### src/rtl/ifetch_unit_if.sv
// Fetch-side bundle: PC strobe, instruction-memory request/response, and the decode handshake.
// The master modport is the fetch unit; the slave modport is the PC, memory and decode around it.
interface ifetch_unit_if;
    logic [31:0] pc_addr;
    logic        pc_en;
    logic        imem_req_valid;
    logic        imem_req_ready;
    logic [31:0] imem_req_addr;
    logic        imem_rsp_valid;
    logic [31:0] imem_rsp_data;
    logic        flush;
    logic        inst_valid;
    logic        inst_ready;
    logic [31:0] inst_data;
    logic [31:0] inst_pc;
    logic        err_rsp;

    modport master (
        input  pc_addr, imem_req_ready, imem_rsp_valid, imem_rsp_data, flush, inst_ready,
        output pc_en, imem_req_valid, imem_req_addr, inst_valid, inst_data, inst_pc, err_rsp
    );

    modport slave (
        output pc_addr, imem_req_ready, imem_rsp_valid, imem_rsp_data, flush, inst_ready,
        input  pc_en, imem_req_valid, imem_req_addr, inst_valid, inst_data, inst_pc, err_rsp
    );
endinterface

### src/rtl/ifetch_unit.sv
// Credit-limited instruction fetch: 1-cycle response-to-inst_valid latency through a registered queue;
// requests stall when queued plus in-flight entries would exceed FQ_DEPTH, decode stalls simply hold the head.
module ifetch_unit #(
    parameter int FQ_DEPTH = 2,
    parameter int MAX_OUT  = 2
) (
    input  logic          i_clk,
    input  logic          i_rst,
    ifetch_unit_if.master io_bus
);
    localparam int QW = $clog2(FQ_DEPTH);
    localparam int CW = $clog2(FQ_DEPTH + 1);
    localparam int AW = (MAX_OUT > 1) ? $clog2(MAX_OUT) : 1;
    localparam int OW = $clog2(MAX_OUT + 1);

    logic [29:0]   r_af_mem [MAX_OUT];
    logic [AW-1:0] r_af_wr;
    logic [AW-1:0] r_af_rd;
    logic [OW-1:0] r_out;
    logic [OW-1:0] r_drop;
    logic [29:0]   r_q_pc   [FQ_DEPTH];
    logic [31:0]   r_q_dat  [FQ_DEPTH];
    logic [QW-1:0] r_q_wr;
    logic [QW-1:0] r_q_rd;
    logic [CW-1:0] r_q_cnt;
    logic          r_live;
    logic          r_err;

    logic w_req_vld;
    logic w_acc;
    logic w_rsp_pop;
    logic w_push;
    logic w_pop;
    logic w_q_nz;
    logic w_unused_pc_lo;

    function automatic logic [AW-1:0] af_next(input logic [AW-1:0] p);
        return (int'(p) == MAX_OUT - 1) ? '0 : p + 1'b1;
    endfunction

    // r_live keeps requests off for the first cycle after reset is released.
    assign w_q_nz    = (r_q_cnt != '0);
    assign w_req_vld = i_rst && r_live && !io_bus.flush && (int'(r_out) < MAX_OUT)
                       && ((int'(r_q_cnt) + int'(r_out)) < FQ_DEPTH);
    assign w_acc     = w_req_vld && io_bus.imem_req_ready;
    assign w_rsp_pop = io_bus.imem_rsp_valid && (r_out != '0);
    assign w_push    = w_rsp_pop && (r_drop == '0) && !io_bus.flush;
    assign w_pop     = io_bus.inst_valid && io_bus.inst_ready;
    assign w_unused_pc_lo = ^io_bus.pc_addr[1:0];

    assign io_bus.pc_en          = w_acc;
    assign io_bus.imem_req_valid = w_req_vld;
    assign io_bus.imem_req_addr  = {io_bus.pc_addr[31:2], 2'b00};
    assign io_bus.inst_valid     = i_rst && w_q_nz && !io_bus.flush;
    assign io_bus.inst_data      = w_q_nz ? r_q_dat[r_q_rd] : '0;
    assign io_bus.inst_pc        = w_q_nz ? {r_q_pc[r_q_rd], 2'b00} : '0;
    assign io_bus.err_rsp        = r_err;

    always_ff @(posedge i_clk) begin
        if (!i_rst) begin
            r_af_wr <= '0;
            r_af_rd <= '0;
            r_out   <= '0;
            r_drop  <= '0;
            r_q_wr  <= '0;
            r_q_rd  <= '0;
            r_q_cnt <= '0;
            r_live  <= 1'b0;
            r_err   <= 1'b0;
        end else begin
            r_live <= 1'b1;
            if (w_acc) begin
                r_af_mem[r_af_wr] <= io_bus.pc_addr[31:2];
                r_af_wr           <= af_next(r_af_wr);
            end
            if (w_rsp_pop) begin
                r_af_rd <= af_next(r_af_rd);
            end
            if (io_bus.imem_rsp_valid && (r_out == '0)) begin
                r_err <= 1'b1;
            end
            case ({w_acc, w_rsp_pop})
                2'b10:   r_out <= r_out + 1'b1;
                2'b01:   r_out <= r_out - 1'b1;
                default: r_out <= r_out;
            endcase
            // Flush: every response still owed is stale, including none accepted this cycle.
            if (io_bus.flush) begin
                r_drop  <= w_rsp_pop ? r_out - 1'b1 : r_out;
                r_q_wr  <= '0;
                r_q_rd  <= '0;
                r_q_cnt <= '0;
            end else begin
                if (w_rsp_pop && (r_drop != '0)) begin
                    r_drop <= r_drop - 1'b1;
                end
                if (w_push) begin
                    r_q_pc[r_q_wr]  <= r_af_mem[r_af_rd];
                    r_q_dat[r_q_wr] <= io_bus.imem_rsp_data;
                    r_q_wr          <= r_q_wr + 1'b1;
                end
                if (w_pop) begin
                    r_q_rd <= r_q_rd + 1'b1;
                end
                case ({w_push, w_pop})
                    2'b10:   r_q_cnt <= r_q_cnt + 1'b1;
                    2'b01:   r_q_cnt <= r_q_cnt - 1'b1;
                    default: r_q_cnt <= r_q_cnt;
                endcase
            end
        end
    end
endmodule

### src/flat_wrapper.sv
// flat-port wrapper written by rule: the top's interface ports become plain ports
module ifetch_unit_flat 
#(
    parameter int FQ_DEPTH = 2,
    parameter int MAX_OUT  = 2
)
  (i_clk, i_rst, io_bus_pc_addr, io_bus_imem_req_ready, io_bus_imem_rsp_valid, io_bus_imem_rsp_data, io_bus_flush, io_bus_inst_ready, io_bus_pc_en, io_bus_imem_req_valid, io_bus_imem_req_addr, io_bus_inst_valid, io_bus_inst_data, io_bus_inst_pc, io_bus_err_rsp);
  ifetch_unit_if io_bus_i ();
  input  logic i_clk;
  input  logic i_rst;
  input wire logic [$bits(io_bus_i.pc_addr)-1:0] io_bus_pc_addr;
  input wire logic [$bits(io_bus_i.imem_req_ready)-1:0] io_bus_imem_req_ready;
  input wire logic [$bits(io_bus_i.imem_rsp_valid)-1:0] io_bus_imem_rsp_valid;
  input wire logic [$bits(io_bus_i.imem_rsp_data)-1:0] io_bus_imem_rsp_data;
  input wire logic [$bits(io_bus_i.flush)-1:0] io_bus_flush;
  input wire logic [$bits(io_bus_i.inst_ready)-1:0] io_bus_inst_ready;
  output wire logic [$bits(io_bus_i.pc_en)-1:0] io_bus_pc_en;
  output wire logic [$bits(io_bus_i.imem_req_valid)-1:0] io_bus_imem_req_valid;
  output wire logic [$bits(io_bus_i.imem_req_addr)-1:0] io_bus_imem_req_addr;
  output wire logic [$bits(io_bus_i.inst_valid)-1:0] io_bus_inst_valid;
  output wire logic [$bits(io_bus_i.inst_data)-1:0] io_bus_inst_data;
  output wire logic [$bits(io_bus_i.inst_pc)-1:0] io_bus_inst_pc;
  output wire logic [$bits(io_bus_i.err_rsp)-1:0] io_bus_err_rsp;
  assign io_bus_i.pc_addr = io_bus_pc_addr;
  assign io_bus_i.imem_req_ready = io_bus_imem_req_ready;
  assign io_bus_i.imem_rsp_valid = io_bus_imem_rsp_valid;
  assign io_bus_i.imem_rsp_data = io_bus_imem_rsp_data;
  assign io_bus_i.flush = io_bus_flush;
  assign io_bus_i.inst_ready = io_bus_inst_ready;
  assign io_bus_pc_en = io_bus_i.pc_en;
  assign io_bus_imem_req_valid = io_bus_i.imem_req_valid;
  assign io_bus_imem_req_addr = io_bus_i.imem_req_addr;
  assign io_bus_inst_valid = io_bus_i.inst_valid;
  assign io_bus_inst_data = io_bus_i.inst_data;
  assign io_bus_inst_pc = io_bus_i.inst_pc;
  assign io_bus_err_rsp = io_bus_i.err_rsp;
  ifetch_unit #(.FQ_DEPTH(FQ_DEPTH), .MAX_OUT(MAX_OUT)) u_core (.i_clk(i_clk), .i_rst(i_rst), .io_bus(io_bus_i));
endmodule
### config.mk
export PLATFORM = sky130hd
export DESIGN_NAME = ifetch_unit_flat
export DESIGN_NICKNAME = d
export VERILOG_FILES = /design/src/rtl/ifetch_unit_if.sv /design/src/rtl/ifetch_unit.sv /design/src/flat_wrapper.sv
export SDC_FILE = /design/constraint.sdc
export NUM_CORES = 1
export LEC_CHECK = 0
export BUFFER_PORTS_ARGS = -buffer_cell sky130_fd_sc_hd__buf_2
export CAP_MARGIN = 20
export CORE_UTILIZATION = 60
export CTS_BUF_LIST = sky130_fd_sc_hd__clkbuf_2
export DETAILED_ROUTE_END_ITERATION = 16
export GPL_ROUTABILITY_DRIVEN = 0
export PLACE_DENSITY_LB_ADDON = 0.25
export SLEW_MARGIN = 30
export SYNTH_ARGS = -nofsm -noshare
export SYNTH_HDL_FRONTEND = slang
export SYNTH_SLANG_ARGS = --single-unit
### constraint.sdc
create_clock -name i_clk -period 10 [get_ports i_clk]
set_clock_uncertainty 0.2 [all_clocks]
set_input_delay 0 -clock i_clk [delete_from_list [all_inputs] [get_ports i_clk]]
set_output_delay 0 -clock i_clk [all_outputs]
set_load 0.03 [all_outputs]
# After elaboration in Yosys (flattened, before gate mapping)
# Memories as Yosys holds them, arrays and structs flattened. A register that Yosys moved wholly into a read port is not among the register bits.
# Index checks and enable logic that the tools add are counted.
[op_classes] add_sub_neg=10 n_lt_le_gt_ge=2 eq_ne=4 muxes=23 bitwise=1 reduce_logical=23
[op_table] operator="2-to-1 mux 32 bit" n=2
[op_table] operator="< comparator 32 x 3 -> 1 bit (second input constant)" n=1
[op_table] operator="2-to-1 mux 1 bit" n=16
[op_table] operator="logical AND 1 bit" n=13
[op_table] operator="nonzero test 2 bit" n=6
[op_table] operator="one-hot mux 2 bit (2 select lines)" n=2
[op_table] operator="2-to-1 mux 2 bit" n=3
[op_table] operator="subtractor 2 x 1 -> 2 bit (second input constant)" n=3
[op_table] operator="adder 1 bit (second input constant)" n=4
[op_table] operator="adder 2 x 1 -> 2 bit (second input constant)" n=2
[op_table] operator="== test 2 x 1 -> 1 bit (second input constant)" n=2
[op_table] operator="== test 2 bit (second input constant)" n=2
[op_table] operator="logical NOT 2 bit" n=2
[op_table] operator="adder 2 x 2 -> 3 bit" n=1
[op_table] operator="< comparator 2 bit (second input constant)" n=1
[op_table] operator="OR reduction 2 bit" n=1
[op_table] operator="logical NOT 1 bit" n=1
[op_table] operator="inverter 1 bit" n=1
[word_totals] regBits=12 ram_bits=184 output_inout_bits=100 n_memories=3
[memory_table] memory="u_core.r_q_dat" words=2 word_bits=32 rd=1 rd_clocked_by_memory_dff=1 wr=1 line="ifetch_unit.sv:22" rtl="logic [31:0] r_q_dat [FQ_DEPTH];"
[memory_table] memory="u_core.r_af_mem" words=2 word_bits=30 rd=1 rd_clocked_by_memory_dff=1 wr=1 line="ifetch_unit.sv:16" rtl="logic [29:0] r_af_mem [MAX_OUT];"
[memory_table] memory="u_core.r_q_pc" words=2 word_bits=30 rd=1 rd_clocked_by_memory_dff=1 wr=1 line="ifetch_unit.sv:21" rtl="logic [29:0] r_q_pc [FQ_DEPTH];"

# Depth between registers and ports, before layout
[depth] ltp_word=8 mapped_depth=9

# Worst setup path before layout
# No wires, ideal clock.
[synth_timing] path_kind="flip-flop to flip-flop" startpoint="register u_core.r_out[1]" endpoint="memory u_core.r_q_dat[0][0], enable pin" setup_time_ns=0.558 arrival_ns=5.095 required_ns=9.242 slack_ns=4.147 path_stages_with_launch=5 n_path_buf=0 path_cell_list="dfxtp_1 inv_1 ha_1 nand3b_1 nor3_1"
[synth_between] elab_chain_cells=8
[synth_lines] element="start, declared" line="ifetch_unit.sv:19" rtl="logic [OW-1:0] r_out;"
[synth_lines] element="start signal, assigned" line="ifetch_unit.sv:83" rtl="2'b10: r_out <= r_out + 1'b1;"
[synth_lines] element="start signal, assigned" line="ifetch_unit.sv:84" rtl="2'b01: r_out <= r_out - 1'b1;"
[synth_lines] element="start signal, assigned" line="ifetch_unit.sv:85" rtl="default: r_out <= r_out;"
[synth_lines] element="nonzero test 2 bit" line="ifetch_unit.sv:46" rtl="assign w_rsp_pop = io_bus.imem_rsp_valid && (r_out != '0);"
[synth_lines] element="logical AND 1 bit" line="ifetch_unit.sv:46"
[synth_lines] element="logical AND 1 bit (2 in series)" line="ifetch_unit.sv:47" rtl="assign w_push = w_rsp_pop && (r_drop == '0) && !io_bus.flush;"
[synth_lines] element="2-to-1 mux 1 bit" line="ifetch_unit.sv:97" rtl="if (w_push) begin"
[synth_lines] element="2-to-1 mux 1 bit" line="ifetch_unit.sv:88" rtl="if (io_bus.flush) begin"
[synth_lines] element="2-to-1 mux 1 bit" line="ifetch_unit.sv:60" rtl="if (!i_rst) begin"
[synth_lines] element="2-to-1 mux 1 bit (not written as such)" line="ifetch_unit.sv:99" rtl="r_q_dat[r_q_wr] <= io_bus.imem_rsp_data;"
[synth_lines] element="end, declared" line="ifetch_unit.sv:22"
# No other way between the ends.

# Worst setup path in the final report
[layout_timing] startpoint="register u_core.r_q_cnt[0]" endpoint="memory u_core.r_af_mem[1][14], enable pin"
[layout_between] elab_chain_cells=7
[layout_lines] element="start, declared" line="ifetch_unit.sv:25" rtl="logic [CW-1:0] r_q_cnt;"
[layout_lines] element="start signal, assigned" line="ifetch_unit.sv:106" rtl="2'b10: r_q_cnt <= r_q_cnt + 1'b1;"
[layout_lines] element="start signal, assigned" line="ifetch_unit.sv:107" rtl="2'b01: r_q_cnt <= r_q_cnt - 1'b1;"
[layout_lines] element="start signal, assigned" line="ifetch_unit.sv:108" rtl="default: r_q_cnt <= r_q_cnt;"
[layout_lines] element="adder 2 x 2 -> 3 bit" line="ifetch_unit.sv:44" rtl="&& ((int'(r_q_cnt) + int'(r_out)) < FQ_DEPTH);"
[layout_lines] element="< comparator 32 x 3 -> 1 bit" line="ifetch_unit.sv:44"
[layout_lines] element="logical AND 1 bit" line="ifetch_unit.sv:44"
[layout_lines] element="logical AND 1 bit" line="ifetch_unit.sv:45" rtl="assign w_acc = w_req_vld && io_bus.imem_req_ready;"
[layout_lines] element="2-to-1 mux 1 bit" line="ifetch_unit.sv:72" rtl="if (w_acc) begin"
[layout_lines] element="2-to-1 mux 1 bit" line="ifetch_unit.sv:60"
[layout_lines] element="2-to-1 mux 1 bit (not written as such)" line="ifetch_unit.sv:73" rtl="r_af_mem[r_af_wr] <= io_bus.pc_addr[31:2];"
[layout_lines] element="end, declared" line="ifetch_unit.sv:16"
# No other way between the ends.

==> flow_metrics.py <==
metrics = {
    "floorplanning": {
        "dieHeight_um": 116,
        "io_pins": 170,
        "rows": 41,
        "core_area_um2": 12600,
        "initial_core_util_pct": 61.6,
        "die_w_um": 116,
        "dieArea_um2": 13400,
    },
    "routing": {
        "routed_wl_um": 15100,
        "drc_errors": 0,
        "drtIter0Drc": 199,
        "drt-wirelength-per-cell_um": 16.3,
        "firstDrtPassIters": 4,
        "vias": 4689,
        "ant_nets": 0,
        "via_per_inst": 5.06,
    },
    "worst_setup_path": {
        "start_kind": "register",
        "cp.required_ns": 10.20,
        "cp.arrival_ns": 3.30,
        "crit_type": "register to register",
        "path_max_fanout": 30,
        "cp-end-kind": "register",
    },
    "clock_tree": {
        "clock_sinks": 198,
        "cts_resized": 0,
        "cts.clk_slew.worst_paths_ns": 0.24,
        "htreeDepth": 4,
        "cts_tree": "built",
        "cts_buffers": 17,
        "clock_insertion_delay_worst_skew_ns": 0.74,
        "cts_root_buffer": "clkbuf_2",
        "clockBufferDepth": 2,
    },
    "timing": {
        "max_freq_mhz": 322,
        "finalHoldViolCount": 0,
        "slew_headroom_pct": 38.9,
        "period_share_pct": 31.0,
        "whs_ns": 0.120,
        "fin_setup_tns_ns": 0,
        "rsz0062_at_grt": "no",
        "worst_pin_slew_ns": 0.911,
        "drv_slew": 0,
        "min_period_ns": 3.10,
        "setup_viol": 0,
    },
    "grt": {
        "grt_overflow": 0,
        "grt_max_degree": 63,
        "grt.total_usage_pct": 23.1,
        "antenna_found_initial": 0,
        "grt_pass1_wl_um": 22400,
        "grt_pass1_vias": 4729,
    },
    "run_status": {
        "outcome": "finished clean",
    },
    "power": {
        "powerDensity_nw_per_um2": 139,
        "fin_total_pwr_mw": 1.41,
        "p_leak_nw": 3.74,
        "peakVddDrop_v": 0.0000940,
    },
    "run": {
        "cap_violations": 0,
    },
    "placed_design": {
        "port_buffers": 163,
        "dpl.hpwl_um": 7640,
    },
    "cells_and_area": {
        "layout_common_cells": "edfxtp_1 (184), buf_2 (163), dlygate4sd3_1 (135)",
        "syn_to_final_growth_pct": 30.4,
        "n_antenna_cell": 0,
        "fin_nets": 816,
        "drive_gt1_share_pct": 31.4,
        "final_common_cell": "edfxtp_1",
    },
    "synthesis": {
        "synthCells": 469,
        "ys_warn_count": 0,
        "ys_types": 31,
        "ys_seq_area_share_pct": 74.7,
        "syn_avg_cell_area_um2": 16.6,
        "netlist_area_um2": 7770,
        "synth_seq_cells": 198,
    },
    "hold_path": {
        "hold_class": "input port to register",
    },
}
final cells by class:
| type | instances | area [um2] |
|---|---|---|
| sequential | 198 | 5810 |
| inverter | 7 | 26.3 |
| clock buffer | 18 | 90.1 |
| multi-input combinational | 214 | 1630 |
| timing repair buffer | 303 | 2240 |
| fill | 679 | 2490 |
| clock inverter | 14 | 110 |
| tap | 172 | 215 |
logic make-up (layout without fill, tap and decap cells):
| group | count (synthesis) | after routing | synth area share (%) |
|---|---|---|---|
| other cells | 1 | 4 | 0.0483 |
| mux | 94 | 94 | 12.6 |
| xor+xnor | 8 | 8 | 0.902 |
| simple gates | 95 | 95 | 5.41 |
| compound gates | 8 | 8 | 0.596 |
| flops | 198 | 198 | 74.7 |
| buf+inv | 60 | 342 | 4.83 |
| fa+ha+maj | 5 | 5 | 0.902 |
sequential cells by signal (all words and copies together), names as in the netlist, named ones only:
signal                 count
u_core.r_af_mem           60
u_core.r_q_rd              1
u_core.r_out               2
u_core.r_af_rd             1
u_core.r_q_dat            64
u_core.r_q_cnt             2
u_core.io_bus.err_rsp      1
u_core.r_drop              2
u_core.r_live              1
u_core.r_q_wr              1
u_core.r_q_pc             60
u_core.r_af_wr             1
per-layer routing:
| metal | share of wire [%] | vias up | global-route usage, % |
|---|---|---|---|
| met2 | 55 | 160 | 44.0 |
| li1 | - | 2221 | - |
| met5 | 0 | - | 0 |
| met1 | 38 | 2273 | 23.9 |
| met4 | 2.4 | 0 | 10.7 |
| met3 | 4.7 | 35 | 5.13 |
stage by stage:
| stage | instance area [um2] | util, % | worst slack [ns] | instances |
|---|---|---|---|---|
| floorplan | 7780 | - | 4.15 | 472 |
| global placement | 8520 | 67.5 | 6.99 | 757 |
| detailed placement | 8550 | 67.7 | 6.93 | 758 |
| CTS | 10100 | 80.0 | 6.90 | 925 |
| global route | 10100 | 80.3 | 6.71 | 926 |
| finish | 10100 | 80.3 | 6.90 | 926 |
worst paths after layout:
kind	startpoint	to	slack, ns	cells past startpoint
worst max-delay path	u_core.r_q_cnt[0]$_SDFFE_PP0P_	u_core.r_af_mem[1][14]$_DFFE_PP_	6.90	6
worst min-delay path	io_bus_imem_rsp_valid	u_core.r_q_wr$_SDFFE_PP0P_	0.12	5
worst max register to register	u_core.r_q_cnt[0]$_SDFFE_PP0P_	u_core.r_af_mem[1][14]$_DFFE_PP_	6.90	6
worst min register to register	u_core.r_q_rd$_SDFFE_PP0P_	register	0.33	2
worst max-delay path, cell delays in order, from the launching register on:
cell and delay, ns:
dfxtp_1 0.52, and2_1 0.18, fa_1 0.43, nor4b_2 0.34, nand3_1 0.27, inv_1 0.14
and2_2 0.68
synthesized netlist by cell type:
library cell | number | area [um2]
edfxtp_1 | 184 | 5530
nor2_1 | 70 | 263
mux2i_1 | 63 | 631
buf_4 | 34 | 255
mux2_2 | 31 | 349
buf_2 | 18 | 90.1
dfxtp_1 | 14 | 280
and2_1 | 8 | 50.1
inv_1 | 7 | 26.3
xnor2_1 | 5 | 43.8
ha_1 | 4 | 50.1
nand2_1 | 3 | 11.3
nor2b_1 | 3 | 18.8
o21ai_0 | 3 | 15.0
xor2_1 | 3 | 26.3
a21oi_1 | 2 | 10.0
nand3_1 | 2 | 10.0
nor3_1 | 2 | 10.0
a21o_1 | 1 | 7.51
clkbuf_1 | 1 | 3.75
conb_1 | 1 | 3.75
fa_1 | 1 | 20.0
nand2b_1 | 1 | 6.26
nand3b_1 | 1 | 7.51
nand4_1 | 1 | 6.26
nand4b_1 | 1 | 8.76
nor3b_1 | 1 | 7.51
nor4b_2 | 1 | 15.0
o211ai_1 | 1 | 7.51
o22ai_1 | 1 | 6.26
or3_1 | 1 | 6.26
timing repair:
action | 4_1_cts | 5_1_grt
hold buffers | 135 | 0
hold endpoints to repair | 190 | 0
buffers inserted | 0 | 0
report_power, final:
part	internal, mW	leakage (nW)	total, mW	switching (mW)
clock	0.0872	0.121	0.335	0.247
combinational	0.0752	1.85	0.145	0.0698
sequential	0.919	1.77	0.930	0.0111
total	1.08	3.74	1.41	0.328
No activity file was read; power rests on OpenSTA's default activity.
